[src/rtl/dmem_access_ctrl_if.sv]
// -----------------------------------------------------------------------------
// dmem_access_ctrl_if
//   Requester-side bundle of dmem_access_ctrl. One instance per requester port.
//
//   req      requester -> ctrl  request, fields held stable until gnt
//   we       requester -> ctrl  1 = store, 0 = load
//   op_type  requester -> ctrl  000 b, 001 h, 010 w, 100 bu, 101 hu
//   addr     requester -> ctrl  byte address
//   wdata    requester -> ctrl  right-aligned store data
//   gnt      ctrl -> requester  combinational accept pulse
//   done     ctrl -> requester  registered completion pulse
//   err      ctrl -> requester  valid with done; misaligned / illegal type
//   rdata    ctrl -> requester  formatted load data, held until next done
// -----------------------------------------------------------------------------
interface dmem_access_ctrl_if;
    logic        req;
    logic        we;
    logic [2:0]  op_type;
    logic [31:0] addr;
    logic [31:0] wdata;
    logic        gnt;
    logic        done;
    logic        err;
    logic [31:0] rdata;

    modport master (
        output req, we, op_type, addr, wdata,
        input  gnt, done, err, rdata
    );

    modport slave (
        input  req, we, op_type, addr, wdata,
        output gnt, done, err, rdata
    );
endinterface

[src/rtl/dmem_access_ctrl.sv]
// -----------------------------------------------------------------------------
// dmem_access_ctrl
//   Round-robin arbiter and access sequencer in front of a single-port,
//   word-wide, synchronous-read data RAM. Formats sub-word loads and turns
//   byte/halfword stores into read-modify-write sequences.
//
//   clk       system clock, rising edge
//   rst_n     asynchronous active-low reset
//   p0, p1    requester ports (p0 = CPU load/store, p1 = boot/debug)
//   mem_we    RAM word write enable
//   mem_addr  RAM word address (byte addr[MEM_AW+1:2])
//   mem_din   RAM write data
//   mem_dout  RAM read data, valid the cycle after the address
//   busy      an operation is in flight
// -----------------------------------------------------------------------------
module dmem_access_ctrl #(
    parameter int MEM_AW = 14
) (
    input  logic                clk,
    input  logic                rst_n,
    dmem_access_ctrl_if.slave   p0,
    dmem_access_ctrl_if.slave   p1,
    output logic                mem_we,
    output logic [MEM_AW-1:0]   mem_addr,
    output logic [31:0]         mem_din,
    input  logic [31:0]         mem_dout,
    output logic                busy
);

    localparam logic [1:0] S_IDLE    = 2'd0;
    localparam logic [1:0] S_ACCESS  = 2'd1;
    localparam logic [1:0] S_CAPTURE = 2'd2;
    localparam logic [1:0] S_WRBACK  = 2'd3;

    localparam logic [2:0] T_B  = 3'b000;
    localparam logic [2:0] T_H  = 3'b001;
    localparam logic [2:0] T_W  = 3'b010;
    localparam logic [2:0] T_BU = 3'b100;
    localparam logic [2:0] T_HU = 3'b101;

    logic [1:0]        state;
    logic              last_gnt;     // 1 = port 1 was granted last
    logic              cmd_we;
    logic [2:0]        cmd_type;
    logic [MEM_AW+1:0] cmd_addr;
    logic [31:0]       cmd_wdata;
    logic              cmd_port;
    logic [31:0]       wr_word;      // word presented on mem_din

    // Illegal type or misalignment for the given direction.
    function automatic logic cmd_illegal(input logic we, input logic [2:0] t,
                                         input logic [1:0] a);
        logic bad;
        case (t)
            T_B:     bad = 1'b0;
            T_H:     bad = a[0];
            T_W:     bad = (a != 2'b00);
            T_BU:    bad = we;
            T_HU:    bad = we | a[0];
            default: bad = 1'b1;
        endcase
        return bad;
    endfunction

    // -------------------------------------------------------------------------
    // Arbitration: on a tie, the port not granted last wins.
    // -------------------------------------------------------------------------
    logic              idle;
    logic              gnt0, gnt1, any_gnt;
    logic              s_we, s_err;
    logic [2:0]        s_type;
    logic [MEM_AW+1:0] s_addr;
    logic [31:0]       s_wdata;

    assign idle    = (state == S_IDLE);
    assign gnt0    = idle & p0.req & (~p1.req | last_gnt);
    assign gnt1    = idle & p1.req & (~p0.req | ~last_gnt);
    assign any_gnt = gnt0 | gnt1;
    assign p0.gnt  = gnt0;
    assign p1.gnt  = gnt1;

    assign s_we    = gnt1 ? p1.we      : p0.we;
    assign s_type  = gnt1 ? p1.op_type : p0.op_type;
    assign s_addr  = gnt1 ? p1.addr[MEM_AW+1:0] : p0.addr[MEM_AW+1:0];
    assign s_wdata = gnt1 ? p1.wdata   : p0.wdata;
    assign s_err   = cmd_illegal(s_we, s_type, s_addr[1:0]);

    // -------------------------------------------------------------------------
    // Datapath: load formatting and sub-word merge, both from mem_dout.
    // -------------------------------------------------------------------------
    logic [31:0] byte_sh, half_sh, load_fmt, merged;

    assign byte_sh = mem_dout >> {cmd_addr[1:0], 3'b000};
    assign half_sh = mem_dout >> {cmd_addr[1], 4'b0000};

    // NOTE: every variable assigned in always_comb gets a default first, so no
    // path can leave it unassigned and infer a latch.
    always_comb begin
        load_fmt = mem_dout;
        case (cmd_type)
            T_B:     load_fmt = {{24{byte_sh[7]}}, byte_sh[7:0]};
            T_BU:    load_fmt = {24'h0, byte_sh[7:0]};
            T_H:     load_fmt = {{16{half_sh[15]}}, half_sh[15:0]};
            T_HU:    load_fmt = {16'h0, half_sh[15:0]};
            default: load_fmt = mem_dout;
        endcase
    end

    always_comb begin
        merged = mem_dout;
        if (cmd_type == T_H)
            merged[{cmd_addr[1], 4'b0000} +: 16] = cmd_wdata[15:0];
        else
            merged[{cmd_addr[1:0], 3'b000} +: 8] = cmd_wdata[7:0];
    end

    // Final cycle of a successful operation; done follows one cycle later.
    logic word_store, finish;
    assign word_store = cmd_we & (cmd_type == T_W);
    assign finish = ((state == S_ACCESS)  &  word_store) |
                    ((state == S_CAPTURE) & ~cmd_we)     |
                     (state == S_WRBACK);

    // -------------------------------------------------------------------------
    // Sequencer. Errored grants never load the command registers, so mem_addr
    // and mem_din keep showing the last real access while idle.
    // -------------------------------------------------------------------------
    // NOTE: sequential state uses non-blocking assignments only, so every
    // register samples pre-edge values regardless of statement order.
    always_ff @(posedge clk or negedge rst_n) begin
        if (!rst_n) begin
            state     <= S_IDLE;
            last_gnt  <= 1'b1;
            cmd_we    <= 1'b0;
            cmd_type  <= T_B;
            cmd_addr  <= '0;
            cmd_wdata <= '0;
            cmd_port  <= 1'b0;
            wr_word   <= '0;
        end else begin
            case (state)
                S_IDLE: begin
                    if (any_gnt) begin
                        last_gnt <= gnt1;
                        if (!s_err) begin
                            state     <= S_ACCESS;
                            cmd_we    <= s_we;
                            cmd_type  <= s_type;
                            cmd_addr  <= s_addr;
                            cmd_wdata <= s_wdata;
                            cmd_port  <= gnt1;
                            if (s_we && (s_type == T_W))
                                wr_word <= s_wdata;
                        end
                    end
                end
                S_ACCESS:  state <= word_store ? S_IDLE : S_CAPTURE;
                S_CAPTURE: begin
                    if (cmd_we) begin
                        wr_word <= merged;
                        state   <= S_WRBACK;
                    end else begin
                        state   <= S_IDLE;
                    end
                end
                default:   state <= S_IDLE;
            endcase
        end
    end

    // -------------------------------------------------------------------------
    // Per-port completion: done/err pulses and held load data.
    // -------------------------------------------------------------------------
    logic        done0, done1, err0, err1;
    logic [31:0] rdata0, rdata1;
    logic        load_cap;

    assign load_cap = (state == S_CAPTURE) & ~cmd_we;

    always_ff @(posedge clk or negedge rst_n) begin
        if (!rst_n) begin
            done0  <= 1'b0;
            done1  <= 1'b0;
            err0   <= 1'b0;
            err1   <= 1'b0;
            rdata0 <= '0;
            rdata1 <= '0;
        end else begin
            done0 <= (finish & ~cmd_port) | (gnt0 & s_err);
            done1 <= (finish &  cmd_port) | (gnt1 & s_err);
            err0  <= gnt0 & s_err;
            err1  <= gnt1 & s_err;
            if (gnt0 && s_err)             rdata0 <= '0;
            else if (load_cap && !cmd_port) rdata0 <= load_fmt;
            if (gnt1 && s_err)             rdata1 <= '0;
            else if (load_cap && cmd_port)  rdata1 <= load_fmt;
        end
    end

    assign p0.done  = done0;
    assign p1.done  = done1;
    assign p0.err   = err0;
    assign p1.err   = err1;
    assign p0.rdata = rdata0;
    assign p1.rdata = rdata1;

    assign mem_we   = ((state == S_ACCESS) & word_store) | (state == S_WRBACK);
    assign mem_addr = cmd_addr[MEM_AW+1:2];
    assign mem_din  = wr_word;
    assign busy     = ~idle;

endmodule

[src/flat_wrapper.sv]
// flat-port wrapper written by rule: the top's interface ports become plain ports
module dmem_access_ctrl_flat 
#(
    parameter int MEM_AW = 14
)
  (clk, rst_n, mem_we, mem_addr, mem_din, mem_dout, busy, p0_req, p0_we, p0_op_type, p0_addr, p0_wdata, p0_gnt, p0_done, p0_err, p0_rdata, p1_req, p1_we, p1_op_type, p1_addr, p1_wdata, p1_gnt, p1_done, p1_err, p1_rdata);
  dmem_access_ctrl_if p0_i ();
  dmem_access_ctrl_if p1_i ();
  input  logic clk;
  input  logic rst_n;
  output logic mem_we;
  output logic [MEM_AW-1:0] mem_addr;
  output logic [31:0] mem_din;
  input  logic [31:0] mem_dout;
  output logic busy;
  input wire logic [$bits(p0_i.req)-1:0] p0_req;
  input wire logic [$bits(p0_i.we)-1:0] p0_we;
  input wire logic [$bits(p0_i.op_type)-1:0] p0_op_type;
  input wire logic [$bits(p0_i.addr)-1:0] p0_addr;
  input wire logic [$bits(p0_i.wdata)-1:0] p0_wdata;
  output wire logic [$bits(p0_i.gnt)-1:0] p0_gnt;
  output wire logic [$bits(p0_i.done)-1:0] p0_done;
  output wire logic [$bits(p0_i.err)-1:0] p0_err;
  output wire logic [$bits(p0_i.rdata)-1:0] p0_rdata;
  input wire logic [$bits(p1_i.req)-1:0] p1_req;
  input wire logic [$bits(p1_i.we)-1:0] p1_we;
  input wire logic [$bits(p1_i.op_type)-1:0] p1_op_type;
  input wire logic [$bits(p1_i.addr)-1:0] p1_addr;
  input wire logic [$bits(p1_i.wdata)-1:0] p1_wdata;
  output wire logic [$bits(p1_i.gnt)-1:0] p1_gnt;
  output wire logic [$bits(p1_i.done)-1:0] p1_done;
  output wire logic [$bits(p1_i.err)-1:0] p1_err;
  output wire logic [$bits(p1_i.rdata)-1:0] p1_rdata;
  assign p0_i.req = p0_req;
  assign p0_i.we = p0_we;
  assign p0_i.op_type = p0_op_type;
  assign p0_i.addr = p0_addr;
  assign p0_i.wdata = p0_wdata;
  assign p0_gnt = p0_i.gnt;
  assign p0_done = p0_i.done;
  assign p0_err = p0_i.err;
  assign p0_rdata = p0_i.rdata;
  assign p1_i.req = p1_req;
  assign p1_i.we = p1_we;
  assign p1_i.op_type = p1_op_type;
  assign p1_i.addr = p1_addr;
  assign p1_i.wdata = p1_wdata;
  assign p1_gnt = p1_i.gnt;
  assign p1_done = p1_i.done;
  assign p1_err = p1_i.err;
  assign p1_rdata = p1_i.rdata;
  dmem_access_ctrl #(.MEM_AW(MEM_AW)) u_core (.clk(clk), .rst_n(rst_n), .p0(p0_i), .p1(p1_i), .mem_we(mem_we), .mem_addr(mem_addr), .mem_din(mem_din), .mem_dout(mem_dout), .busy(busy));
endmodule
[config.mk]
export PLATFORM = sky130hd
export DESIGN_NAME = dmem_access_ctrl_flat
export DESIGN_NICKNAME = d
export VERILOG_FILES = /design/src/rtl/dmem_access_ctrl_if.sv /design/src/rtl/dmem_access_ctrl.sv /design/src/flat_wrapper.sv
export SDC_FILE = /design/constraint.sdc
export NUM_CORES = 1
export LEC_CHECK = 0
export ABC_AREA = 1
export CORE_ASPECT_RATIO = 0.6
export CORE_MARGIN = 10
export CORE_UTILIZATION = 42
export CTS_BUF_LIST = sky130_fd_sc_hd__clkbuf_16
export DETAILED_ROUTE_END_ITERATION = 8
export GPL_TIMING_DRIVEN = 0
export PLACE_DENSITY_LB_ADDON = 0.15
export SLEW_MARGIN = 20
export SYNTH_ARGS = -nofsm -noshare
export SYNTH_HDL_FRONTEND = slang
export SYNTH_SLANG_ARGS = --single-unit
[constraint.sdc]
create_clock -name clk -period 2.4 [get_ports clk]
set_input_delay 0.48 -clock clk [delete_from_list [all_inputs] [get_ports clk]]
set_output_delay 0.48 -clock clk [all_outputs]
set_load 0.01 [all_outputs]
==> results.ini <==
[run_status]
outcome=finished, final reports clean

[global_route]
pin_count_of_the_biggest_net_entering_global_routing=87
global_route_usage_sum_pct=26.8
grt_first_pass_wirelength_um=54000
gr-total-overflow=0
initial_antenna_violation_count=0
number_of_global_route_vias_before_repair=8906

[critical_path]
worst-endpoint-required_ns=2.77
critical_path.startpoint_type=flip-flop
timing.reg2reg.setup_slack_ns=0.04
r2r_endpoint=u_core.mem_din[2]
path_max_fanout=12
critical_path_arrival_ns=2.72
crit_start=u_core.cmd_addr[1]
r2r-start=u_core.cmd_addr[1]
crit_end=u_core.mem_din[2]
timing_worst_setup_path_type=flip-flop to flip-flop
worst_setup_path_end_kind=flip-flop
reg2reg_depth=12

[timing]
setup-violations-final=0
worst_clock_skew_ns=0.0141
hold_viol=0
final_max_slew_viol_count=0
fin_crit_ns=2.36
finalCritPeriodShare_pct=98.1
worst_slew_pin_slew_ns=0.922
finalHoldWorstSlack_ns=0.471
fmax_ghz=0.425
maxSlewHeadroom_pct=37.9

[clocking]
cts_sinks=140
root_buffer=sky130_fd_sc_hd__clkbuf_16
cts_tree=yes
cts.clk_slew.worst_paths_ns=0.07
clk_path_buf_depth=2
ctsHtreeMaxLevel=4
cts_made_buffers=17
clock_latency_at_the_later_pin_of_the_worst_skew_pair_ns=0.43

[flow_run]
drv_cap=0

[die]
die_area_um2=25800
initial_standard_cell_utilization_of_the_core_pct=43.0
floorplan.die.height_um=129
io-pin-count=290
rows=39
design.core.area_um2=19200
floorplan.die.width_um=201

[power_and_ir_drop]
internal-power_mw=8.82
power.leakage_nw=5.73
power_per_cell_area_nw_per_um2=1390
share_seq_of_total_power_pct=25.4
worst_ir_drop_vdd_mv=0.589
power_frac_comb_pct=58.9
switching_share_pct=46.8
pwr-share-clk_pct=15.7
power.net_switching_mw=7.76

[route]
vias=9470
drt-initial-drc-count=1223
route.detailed.wl_per_inst_um=21.3
drt_wl_total_um=36000
detailedRoute.firstPassIterationCount=6
detail_route.drc_violations=0
postRouteAntennaNets=0
route.detailed.vias_per_inst=5.58

[finish]
fraction_of_final_layout_cells_with_drive_strength_greater_than_1_pct=10.3
area_delta_synth_final_pct=45.1
final_net_count=1594
finish.instance_area_um2=12000
antenna-diode-count=0

[logic_synthesis]
synthesis.area_um2=8250
synth_seq_cells=140
syn-instance-count=1134
ys_async_sr_fraction_pct=100
yosysUniqueCellTypes=39
syn_area_per_cell_um2=7.27
yosysWarningCount=0
dominantRegCellSynth=sky130_fd_sc_hd__dfrtp_1
seq_area_frac_synth_pct=42.5
net_count_after_synthesis=1311
synth_edf_count=0

[placed_design]
gpl.final_weighted_congestion=1.05
area_after_dpl_um2=11200
detailedPlacementHpwl_um=28600
port_buffers=257

[min_path]
worstHoldPathCells=2
hold_path_class=flip-flop to flip-flop

==> through the flow <==
stage          total power, mW  setup slack [ns]  utilization [%]  setup TNS, ns  instances
2_1_floorplan             9.20            0.0349                -              0       1134
3_3_place_gp              13.3             -5.00             58.2        -737.98       1657
3_5_place_dp              13.4            -0.950             58.3         -46.11       1658
4_1_cts                   16.2           0.00405             61.9              0       1693
5_1_grt                   17.6          -0.00812             62.4        -0.0187       1696
6_report                  16.6            0.0447             62.4              0       1696
==> worst min-delay path by stage <==
| stage | slack (ns) | from | to |
|---|---|---|---|
| after detailed placement | 0.43 | rst_n | u_core.p0.rdata[23] |
| after CTS | 0.47 | u_core.mem_din[23] | u_core.mem_din[23] |
| after floorplan | 0.18 | rst_n | u_core.cmd_addr[0] |
| after global routing | 0.48 | u_core.mem_din[25] | u_core.mem_din[25] |
| after global placement | 0.46 | u_core.mem_din[23] | u_core.mem_din[23] |
| final | 0.47 | u_core.mem_din[4] | u_core.mem_din[4] |
==> placed cells by master (no fill, tap or decap), types with 12 or more instances in the layout <==
master	Yosys	layout
sky130_fd_sc_hd__inv_1	56	53
sky130_fd_sc_hd__nor2_1	24	23
sky130_fd_sc_hd__clkbuf_1	36	23
sky130_fd_sc_hd__buf_4	24	31
sky130_fd_sc_hd__nand2_1	402	401
sky130_fd_sc_hd__clkdlybuf4s50_1	0	253
sky130_fd_sc_hd__o21ai_0	75	74
sky130_fd_sc_hd__nand3_1	186	186
sky130_fd_sc_hd__a21oi_1	23	23
sky130_fd_sc_hd__buf_2	19	15
sky130_fd_sc_hd__o211ai_1	35	35
sky130_fd_sc_hd__o21bai_1	15	15
sky130_fd_sc_hd__dfrtp_1	139	135
sky130_fd_sc_hd__clkbuf_16	0	17
sky130_fd_sc_hd__o221ai_1	12	12
==> cell usage after synthesis (5+ instances only) <==
cell,instances,area [um2]
sky130_fd_sc_hd__buf_1,6,22.5
sky130_fd_sc_hd__o21ai_0,75,375
sky130_fd_sc_hd__ha_1,5,62.6
sky130_fd_sc_hd__nor2_1,24,90.1
sky130_fd_sc_hd__nand3_1,186,931
sky130_fd_sc_hd__o221ai_1,12,105
sky130_fd_sc_hd__a31oi_1,7,43.8
sky130_fd_sc_hd__clkbuf_1,36,135
sky130_fd_sc_hd__o211ai_1,35,263
sky130_fd_sc_hd__nor3_1,10,50.1
sky130_fd_sc_hd__buf_4,24,180
sky130_fd_sc_hd__buf_2,19,95.1
sky130_fd_sc_hd__mux2i_1,8,80.1
sky130_fd_sc_hd__dfrtp_1,139,3480
sky130_fd_sc_hd__inv_2,5,18.8
sky130_fd_sc_hd__inv_1,56,210
sky130_fd_sc_hd__nand2_1,402,1510
sky130_fd_sc_hd__o21bai_1,15,113
sky130_fd_sc_hd__or2_2,8,50.1
sky130_fd_sc_hd__a21oi_1,23,115
sky130_fd_sc_hd__nand4_1,6,37.5
==> metal layers <==
metal	vias up	global-route usage (%)	part of all wire [%]
li1	4344	-	-
met1	4533	38.8	46
met2	545	36.7	40
met3	46	10.5	13
met4	2	4.88	1.2
met5	-	2.32	0.23
==> kinds of logic (layout without fill, tap and decap cells) <==
kind of cell	Yosys count	after routing	synth area share, %
and+or+nand+nor	651	651	34.0
buffers and inverters	152	448	8.57
AOI/OAI and AO/OA	178	178	13.3
adders and majority gates	5	5	0.758
muxes	8	8	0.971
DFF	140	140	42.5
==> worst max-delay path: stages, from the launching register on <==
cell	delay [ns]
sky130_fd_sc_hd__dfrtp_2	0.44
sky130_fd_sc_hd__buf_6	0.16
sky130_fd_sc_hd__inv_4	0.12
sky130_fd_sc_hd__clkbuf_8	0.21
sky130_fd_sc_hd__ha_2	0.33
sky130_fd_sc_hd__inv_2	0.10
sky130_fd_sc_hd__nand4_1	0.15
sky130_fd_sc_hd__buf_4	0.21
sky130_fd_sc_hd__o221ai_1	0.19
sky130_fd_sc_hd__nand3_1	0.12
sky130_fd_sc_hd__nand2_1	0.10
sky130_fd_sc_hd__nand3_1	0.08
sky130_fd_sc_hd__nand2_1	0.07
==> registers in the layout (all words and copies together), names as in the netlist, 2 cells and up <==
| name | cells |
|---|---|
| u_core.p0.rdata | 32 |
| u_core.p1.rdata | 32 |
| u_core.cmd_addr | 16 |
| u_core.cmd_wdata | 16 |
| u_core.cmd_type | 3 |
| u_core.mem_din | 32 |
| u_core.state | 2 |
==> power groups by stage <==
stage / combinational (mW) / clock [mW] / sequential (mW)
after floorplan: 4.80 / 0 / 4.41
after global placement: 9.10 / 0 / 4.17
after detailed placement: 9.22 / 0 / 4.19
after CTS: 9.42 / 2.62 / 4.17
after global routing: 10.6 / 2.71 / 4.31
final: 9.76 / 2.61 / 4.21
==> final cells by class <==
class | instances | area (um2)
clock inverter | 15 | 139
inverter | 64 | 249
buffer | 84 | 513
sequential | 140 | 3510
fill | 1793 | 7210
multi-input combinational | 842 | 4130
tap | 266 | 333
timing repair buffer | 268 | 2670
clock buffer | 17 | 425
==> repair_timing <==
item	in CTS	in global routing
hold buffers	1	0
pin swaps	5	4
cloned	0	0
buffers inserted	5	4
gates resized for setup	28	46
endpoints found under the hold margin	29	0
endpoints found under the setup margin	36	127
(Power assumes the default switching activity.)
